**src/rtl/resv_pkg.sv**
```systemverilog
// Shared constants and types for the reservation-station scheduler.
package resv_pkg;

   localparam int W_ident = 4;
   localparam int DEPTH   = 8;
   localparam int W_cnt   = 4;

   // All-ones identifier marks an empty slot on candidate and address buses.
   localparam logic [W_ident-1:0] unused_cd = {W_ident{1'b1}};

   typedef enum logic {
      RUN   = 1'b0,
      DRAIN = 1'b1
   } state_t;

   localparam logic PIPE0 = 1'b0;
   localparam logic PIPE1 = 1'b1;

endpackage

```
**src/rtl/resv_prio_pick.sv**
```systemverilog
// Lowest-index finder over a packed candidate bus; lowest index is the oldest cell.
module resv_prio_pick
   import resv_pkg::*;
(
   input  logic [DEPTH*W_ident-1:0] i_cand,
   output logic                     o_valid,
   output logic [W_ident-1:0]       o_idx
);

   always_comb begin
      // NOTE: defaults come first so every path assigns the outputs and no latch is inferred.
      o_valid = 1'b0;
      o_idx   = unused_cd;
      for (int i = DEPTH - 1; i >= 0; i--) begin
         if (i_cand[i*W_ident +: W_ident] != unused_cd) begin
            o_valid = 1'b1;
            o_idx   = W_ident'(i);
         end
      end
   end

endmodule

```
**src/rtl/resv_sched.sv**
```systemverilog
// Reservation-station controller: occupancy, insert/shift addressing and two-pipe issue arbitration.
// Optional performance counters are built when RESV_SCHED_PERF_EN is defined.
module resv_sched
   import resv_pkg::*;
(
   input  logic                     clk,
   input  logic                     clear,
   input  logic                     flush,
   input  logic                     in_valid,
   output logic                     in_ready,
   input  logic [DEPTH*W_ident-1:0] cand0,
   input  logic [DEPTH*W_ident-1:0] cand1,
   input  logic                     pipe0_ready,
   input  logic                     pipe1_ready,
   output logic                     issue0_fire,
   output logic                     issue1_fire,
   output logic [W_ident-1:0]       issue_idx,
   output logic [W_ident-1:0]       addr_insert,
   output logic [W_ident-1:0]       addr_shift,
   output logic                     cell_clear,
`ifdef RESV_SCHED_PERF_EN
   output logic [31:0]              perf_full_stall,
   output logic [31:0]              perf_issue,
`endif
   output logic [W_cnt-1:0]         count
);

   state_t               r_state;
   state_t               w_state_nxt;
   logic                 r_rr;
   logic [W_cnt-1:0]     r_count;

   logic                 w_active;
   logic                 w_v0, w_v1;
   logic [W_ident-1:0]   w_sel0, w_sel1;
   logic                 w_e0, w_e1;
   logic                 w_grant0, w_grant1;
   logic                 w_issue;
   logic                 w_ins;

   resv_prio_pick u_pick0 (
      .i_cand  (cand0),
      .o_valid (w_v0),
      .o_idx   (w_sel0)
   );

   resv_prio_pick u_pick1 (
      .i_cand  (cand1),
      .o_valid (w_v1),
      .o_idx   (w_sel1)
   );

   // State register; clear outranks flush.
   always_ff @(posedge clk) begin
      // NOTE: sequential state uses non-blocking assignments so every register samples pre-edge values.
      if (clear) r_state <= RUN;
      else       r_state <= w_state_nxt;
   end

   always_comb begin
      w_state_nxt = r_state;
      case (r_state)
         RUN:     w_state_nxt = flush ? DRAIN : RUN;
         DRAIN:   w_state_nxt = flush ? DRAIN : RUN;
         default: w_state_nxt = RUN;
      endcase
   end

   // A flush cycle behaves like a DRAIN cycle: cells cleared, no accept, no issue.
   always_comb begin
      w_active   = (r_state == RUN) && !clear && !flush;
      cell_clear = !w_active;
   end

   // Single shift port in the cells limits issue to one grant per cycle.
   always_comb begin
      w_e0     = w_active && w_v0 && pipe0_ready;
      w_e1     = w_active && w_v1 && pipe1_ready;
      w_grant0 = w_e0 && (!w_e1 || (r_rr == PIPE0));
      w_grant1 = w_e1 && (!w_e0 || (r_rr == PIPE1));
      w_issue  = w_grant0 || w_grant1;

      issue0_fire = w_grant0;
      issue1_fire = w_grant1;
      if (w_grant0)      issue_idx = w_sel0;
      else if (w_grant1) issue_idx = w_sel1;
      else               issue_idx = unused_cd;
      addr_shift = issue_idx;
   end

   // With a simultaneous issue the stack compacts by one, so the new uop lands one slot lower.
   always_comb begin
      in_ready = w_active && ((r_count < W_cnt'(DEPTH)) || w_issue);
      w_ins    = in_valid && in_ready;
      if (w_ins && w_issue) addr_insert = W_ident'(r_count - W_cnt'(1));
      else if (w_ins)       addr_insert = W_ident'(r_count);
      else                  addr_insert = unused_cd;
   end

   always_ff @(posedge clk) begin
      if (clear) begin
         r_rr    <= PIPE0;
         r_count <= '0;
      end else begin
         if (w_e0 && w_e1) r_rr <= ~r_rr;
         if (flush) r_count <= '0;
         else       r_count <= r_count + W_cnt'(w_ins) - W_cnt'(w_issue);
      end
   end

   assign count = r_count;

`ifdef RESV_SCHED_PERF_EN
   logic [31:0] r_perf_full_stall;
   logic [31:0] r_perf_issue;

   always_ff @(posedge clk) begin
      if (clear) begin
         r_perf_full_stall <= '0;
         r_perf_issue      <= '0;
      end else begin
         if (in_valid && !in_ready) r_perf_full_stall <= r_perf_full_stall + 32'd1;
         if (w_issue)               r_perf_issue      <= r_perf_issue + 32'd1;
      end
   end

   assign perf_full_stall = r_perf_full_stall;
   assign perf_issue      = r_perf_issue;
`endif

endmodule

```
**config.mk**
```make
export PLATFORM = sky130hd
export DESIGN_NAME = resv_sched
export DESIGN_NICKNAME = d
export VERILOG_FILES = /design/src/rtl/resv_pkg.sv /design/src/rtl/resv_prio_pick.sv /design/src/rtl/resv_sched.sv
export SDC_FILE = /design/constraint.sdc
export NUM_CORES = 1
export LEC_CHECK = 0
export CAP_MARGIN = 10
export CELL_PAD_IN_SITES_DETAIL_PLACEMENT = 1
export CELL_PAD_IN_SITES_GLOBAL_PLACEMENT = 1
export CORE_UTILIZATION = 20
export CTS_CLUSTER_SIZE = 30
export DETAILED_ROUTE_END_ITERATION = 8
export PLACE_DENSITY = 0.82
export SYNTH_ARGS = -nofsm -noshare
export SYNTH_HDL_FRONTEND = slang
export SYNTH_HIERARCHICAL = 1
export SYNTH_SLANG_ARGS = --single-unit
```
**constraint.sdc**
```tcl
create_clock -name clk -period 3.5 [get_ports clk]
set_clock_uncertainty 0.1 [all_clocks]
set_input_delay 0.7 -clock clk [delete_from_list [all_inputs] [get_ports clk]]
set_output_delay 0.7 -clock clk [all_outputs]
set_load 0.02 [all_outputs]
```
### Word-level counts from Yosys, hierarchy flattened

Cells that the tools add are included.

| word-level totals | value |
|---|---|
| bits in registers | 6 |
| input bits | 70 |
| word-level logic and storage cells | 84 |

| cells by class | value |
|---|---|
| $add $sub $neg | 3 |
| magnitude comparators | 1 |
| equal/unequal tests | 16 |
| mux-type cells | 37 |
| bitwise operators | 2 |
| reductions and logical operators | 22 |

Operators by type and width:

| kind | number |
|---|---|
| two-way mux 4 bit | 20 |
| != test 4 bit (second input constant) | 16 |
| two-way mux 1 bit | 17 |
| logical AND 1 bit | 12 |
| zero test 1 bit | 5 |
| adder 4 x 1 -> 4 bit | 1 |
| logical OR 1 bit | 4 |
| < comparator 4 bit (second input constant) | 1 |
| subtractor 4 x 1 -> 4 bit | 1 |
| subtractor 4 x 1 -> 4 bit (second input constant) | 1 |
| NOT 1 bit | 2 |
| OR reduction 2 bit | 1 |

### Depth between registers and ports, before layout

| depth | value |
|---|---|
| depth in word-level cells | 20 |
| gate-level depth with buffers | 12 |
| gate-level depth less buffers | 12 |

### Hierarchy

Netlist, hierarchy kept.

By module, submodules not included:

| module | times used | cells an instance | area an instance (µm²) |
|---|---|---|---|
| resv_sched | 1 | 80 | 666.9 |
| resv_prio_pick | 2 | 20 | 163.9 |

### Worst setup path before layout

OpenSTA, ideal clock, no wires.

| timing | value |
|---|---|
| kind | input -> output |
| start point | in cand0[10] |
| end point | out addr_insert[2] |
| data arrival time | 2.857 ns |
| data required time | 2.700 ns |
| setup slack | -0.157 ns |
| stages on the path | 9 |
| cells stage by stage | nand4_2 nor4_4 nand3_1 nand2_1 a311oi_4 ha_1 buf_1 nor3b_1 a211oi_1 |

| between the ends | value |
|---|---|
| word-level cells in the longest chain between the ends | 15 |
| elaborated cells between the ends (all ways) | 17 |
| those cells by class | eq/ne (1); mux (5); reduce/logical (11) |

Ends and longest elaborated chain:

| item | RTL line | RTL |
|---|---|---|
| start, declared | resv_sched.sv:11 | `input logic [DEPTH*W_ident-1:0] cand0,` |
| != test 4 bit * | resv_prio_pick.sv:15 | `if (i_cand[i*W_ident +: W_ident] != unused_cd) begin` |
| two-way mux 1 bit * (3 in a row) | resv_prio_pick.sv:15 |  |
| via w_v0 | resv_sched.sv:34 | `logic w_v0, w_v1;` |
| logical AND 1 bit * (2 in a row) | resv_sched.sv:77 | `w_e0 = w_active && w_v0 && pipe0_ready;` |
| zero test 1 bit | resv_sched.sv:80 | `w_grant1 = w_e1 && (!w_e0 \|\| (r_rr == PIPE1));` |
| logical OR 1 bit | resv_sched.sv:80 |  |
| logical AND 1 bit | resv_sched.sv:80 |  |
| logical OR 1 bit * | resv_sched.sv:81 | `w_issue = w_grant0 \|\| w_grant1;` |
| logical OR 1 bit | resv_sched.sv:93 | `in_ready = w_active && ((r_count < W_cnt'(DEPTH)) \|\| w_issue);` |
| logical AND 1 bit | resv_sched.sv:93 |  |
| logical AND 1 bit | resv_sched.sv:94 | `w_ins = in_valid && in_ready;` |
| two-way mux 4 bit / logical AND 1 bit (equally long branches) | resv_sched.sv:96, resv_sched.sv:95 |  |
| two-way mux 4 bit * | resv_sched.sv:95 | `if (w_ins && w_issue) addr_insert = W_ident'(r_count - W_cnt'(1));` |
| end, declared | resv_sched.sv:18 | `output logic [W_ident-1:0] addr_insert,` |

The timed path passes the listed nets; every way through them passes the cells marked *.

### Worst setup path after layout

| timing | value |
|---|---|
| start point | in cand1[14] |
| end point | out addr_insert[2] |

| between the ends | value |
|---|---|
| word-level cells in the longest chain between the ends | 16 |
| elaborated cells between the ends (all ways) | 18 |
| those cells by class | eq/ne (1); mux (6); reduce/logical (11) |

Ends and longest elaborated chain:

| item | RTL line | RTL |
|---|---|---|
| start, declared | resv_sched.sv:12 | `input logic [DEPTH*W_ident-1:0] cand1,` |
| != test 4 bit * | resv_prio_pick.sv:15 |  |
| two-way mux 1 bit * (4 in a row) | resv_prio_pick.sv:15 |  |
| via w_v1 | resv_sched.sv:34 |  |
| logical AND 1 bit * (2 in a row) | resv_sched.sv:78 | `w_e1 = w_active && w_v1 && pipe1_ready;` |
| zero test 1 bit | resv_sched.sv:79 | `w_grant0 = w_e0 && (!w_e1 \|\| (r_rr == PIPE0));` |
| logical OR 1 bit | resv_sched.sv:79 |  |
| logical AND 1 bit | resv_sched.sv:79 |  |
| logical OR 1 bit * | resv_sched.sv:81 |  |
| logical OR 1 bit | resv_sched.sv:93 |  |
| logical AND 1 bit | resv_sched.sv:93 |  |
| logical AND 1 bit | resv_sched.sv:94 |  |
| two-way mux 4 bit / logical AND 1 bit (equally long branches) | resv_sched.sv:96, resv_sched.sv:95 |  |
| two-way mux 4 bit * | resv_sched.sv:95 |  |

Marked as above.

==> Flow_metrics.wiki <==
{| class="wikitable"
! Metric !! Value
|-
| Final hold violation count || 0
|-
| EDFF count, synth || 0
|-
| Post-layout util || between 50% and 60%
|-
| Die area || approximately 5300 um^2
|-
| Number of optimization iterations in the first detailed-route pass || 2
|-
| Routed WL || about 4400 um
|-
| Max Cap Violations || 0
|-
| Clk_lat worst skew || about 220 ps
|-
| Global-route wire length before repair || between 6000 and 7000 um
|-
| Register Area || about 120 um^2
|-
| Placed standard-cell area || a little over 2000 um^2
|-
| Critical path class || in2out
|-
| Synthesized net count || between 150 and 200
|-
| Number of global-route vias before repair || approximately 1500
|-
| Dominant cells by area after synthesis || dfxtp_1 12%, ha_1 10%, nand4_2 7.5%
|-
| Remaining design rule violation count || 0
|-
| Length in cells of the worst reg-to-reg path || 8
|-
| Area of the core || 4755 um^2
|-
| Relative slew slack || 78.57%
|-
| Power per standard cell area || about 150 nW/um^2
|-
| Top-level I/O count || 90
|-
| Maximum buffer depth of the clock tree || 2
|-
| Design area || 2377 um^2
|-
| FF-to-FF End || count[2]$_SDFF_PP0_
|-
| Max IR drop VDD || approximately 180 uV
|-
| Post-synthesis register bit count || 6
|-
| Critical path data arrival time || 2620 ps
|-
| Total chip power || 0.0003538 W
|-
| Count of yosys warnings during synthesis || 6
|-
| Gpl congestion || a little over 0.7
|-
| Critical path endpoint category || output pin
|-
| Maximum number of pins on one net before global-route repair || 15
|-
| Starting DRC count in detailed routing || 42
|-
| Total number of vias || between 1000 and 1500
|-
| Leading register cell type out of synthesis || dfxtp_1
|-
| Instance count along the most critical hold path || 1
|-
| Max Fanout on Critical Path || 4
|-
| Synthesized cell area || between 900 and 1000 um^2
|-
| Async set-or-reset flop fraction in the synthesized netlist || 0%
|-
| Origin of the worst setup path || cand1[14]
|-
| Category of the worst setup path launch point || input port
|-
| Total track usage || around 16%
|-
| Number of cells produced by synthesis || 120
|-
| Worst Tran Pin Value || around 320 ps
|-
| Hold buffer count at cts || 0
|-
| Average via count per standard cell || 4.532
|-
| H-tree levels || 1
|-
| Final ANT Viol Nets || 0
|-
| Antenna diode count || 0
|-
| Fraction of layout cells with a size suffix above 1 || 37.34%
|-
| CP required || between 2000 and 3000 ps
|-
| Relative area change from synthesis to final layout || 139.0%
|-
| Post-route fraction of the period consumed by the critical path || between 90% and 100%
|-
| Final critical delay including setup and external delays || 3424 ps
|-
| HP Class || reg2reg
|-
| Final Instance Count excl. Fillers || 308
|-
| Final setup violation count || 0
|-
| Per-cell routed wire length || 14.15 um
|-
| Die W || approximately 73 um
|-
| Clock edge transition at the registers on the reported setup and hold paths || approximately 30 ps
|-
| Share of Yosys cell area claimed by the top area cell type || 12.08%
|-
| R2r setup slk || 1160 ps
|-
| Final #Nets || between 300 and 400
|-
| Share of the yosys chip area belonging to registers || 12.08%
|-
| Final Hold Slack || between 400 and 500 ps
|-
| Y dimension of the die || a little over 70 um
|-
| Total area of multi-input combinational cells || approximately 900 um^2
|-
| Worst R2R Start || r_state$_SDFF_PP0_
|-
| Clock tree from TritonCTS || done
|-
| Max Clk Rate || roughly 0.29 GHz
|-
| Cell row count || 25
|-
| CTS root buf || clkbuf_8
|-
| Inserted Clock Buffers || 3
|-
| HPWL reported at the end of detailed placement || between 3000 and 4000 um
|-
| Post-Syn Area per Cell || approximately 8.3 um^2
|-
| Number of different library cells in the post-synthesis netlist || 37
|-
| Initial core utilization || 20.92%
|-
| Slew Viols, Final || 0
|-
| Aggregate global routing overflow || 0
|-
| Number of fill cells || 557
|-
| Cell type contributing the most total cell area after synthesis || dfxtp_1
|-
| Static leakage power || approximately 1.3 nW
|-
| Antenna violations before repair || 0
|-
| Capturing element of the worst setup path || addr_insert[2]
|-
| Outcome || completed
|-
| Clock sink count || 6
|-
| Number of I/O port buffers || 89
|-
| Placed cell count || 291
|}
==> worst min-delay path by stage <==
stage                            from                 to  slack [ps]
finish              r_rr$_SDFFE_PP0P_  r_rr$_SDFFE_PP0P_         400
global route        r_rr$_SDFFE_PP0P_  r_rr$_SDFFE_PP0P_         450
CTS                 r_rr$_SDFFE_PP0P_  r_rr$_SDFFE_PP0P_         400
detailed placement  r_rr$_SDFFE_PP0P_  r_rr$_SDFFE_PP0P_         390
global placement    r_rr$_SDFFE_PP0P_  r_rr$_SDFFE_PP0P_         370
floorplan           r_rr$_SDFFE_PP0P_  r_rr$_SDFFE_PP0P_         350
==> registers in the layout (all words and copies together), names as in the netlist <==
| name | flops |
|---|---|
| r_rr | 1 |
| r_state | 1 |
| count | 4 |
==> cell families after synthesis <==
family	Yosys count	synth area share (%)
multiplexers	2	2.013
AND/OR/NAND/NOR	63	44.65
AO/OA/AOI/OAI	24	18.74
flip-flops	6	12.08
adder cells (fa/ha/maj)	9	12.08
XOR/XNOR	2	1.761
buffers and inverters	14	8.679
==> worst max-delay path: stages <==
cell	delay, ps
clkdlybuf4s15_1	180
nand4_2	150
nor4_4	380
nand3_4	140
nand2_4	110
a311oi_4	120
ha_4	210
buf_6	120
and3_4	170
a211oi_2	180
buf_4	160
==> cell type report <==
cell class	instances	area share, %
sequential	6	5.053
multi-input combinational	100	37.95
tap	67	3.526
clock buffer	3	1.737
inverter	7	1.105
timing repair buffer	125	50.63
==> power by group <==
| part | switching, W | internal [W] | total [W] |
|---|---|---|---|
| Sequential | 0.00000634 | 0.0000726 | 0.0000789 |
| Clock | 0.0000280 | 0.0000737 | 0.000102 |
| Combinational | 0.0000740 | 0.0000991 | 0.000173 |
| Total | 0.000108 | 0.000245 | 0.000354 |
==> per-layer routing <==
metal | up-vias | wire, um | global-route usage [%]
met5 | - | 0 | 0
met1 | 655 | 1658 | 16.99
met4 | 0 | 12 | 3.268
met3 | 2 | 224 | 2.222
li1 | 694 | - | -
met2 | 45 | 2460 | 31.05
==> synth_stat cells (2+ instances only) <==
cell type and number:
ha_1 8, nand3_1 2, o31a_2 2, a21oi_1 9
buf_4 4, nor3_1 4, nand2_1 4, nor4_1 3
and3_1 4, or3_1 2, o21bai_1 4, nand4_1 6
a21o_2 2, nor2_1 14, a31oi_1 2, mux2i_1 2
dfxtp_1 6, inv_1 7, nand4_2 6, and2_1 4
nor4_4 3, and4_1 7
==> metrics by stage <==
| step | setup WS [ps] | setup TNS, ps |
|---|---|---|
| finish | 76.31 | 0 |
| global route | -0.9284 | -0.9284 |
| CTS | -48.74 | -48.74 |
| detailed placement | -725.3 | -6936 |
| global placement | -651.2 | -6450 |
| floorplan | 13.17 | 0 |
==> cell usage in the layout, fill, tap and decap left out, types with 2 or more instances in the layout <==
cell / n
buf_4: 36
clkdlybuf4s15_1: 4
clkdlybuf4s15_2: 5
nand2_4: 2
and2_4: 2
nand2_1: 2
clkdlybuf4s50_1: 10
clkbuf_8: 3
nand4_1: 6
nand4_2: 5
dlymetal6s2s_1: 40
nor2_2: 3
and4_1: 7
mux2i_1: 2
o31a_2: 2
clkbuf_2: 8
and2_1: 2
and3_1: 3
a21oi_2: 3
dlygate4sd2_1: 18
inv_1: 7
a31oi_1: 2
dfxtp_1: 6
a21oi_1: 7
buf_6: 3
a21o_2: 2
nor3_1: 4
o21bai_1: 4
nor2_1: 11
ha_1: 7
nor4_2: 2
nor4_4: 3
nand3_4: 2
==> repair_timing <==
item | 4_1_cts | 5_1_grt
setup buffers | 9 | 5
pin swaps | 19 | 26
endpoints found under the setup margin | 15 | 15
resized for setup | 79 | 74
Power figures use the tool's default switching activity.
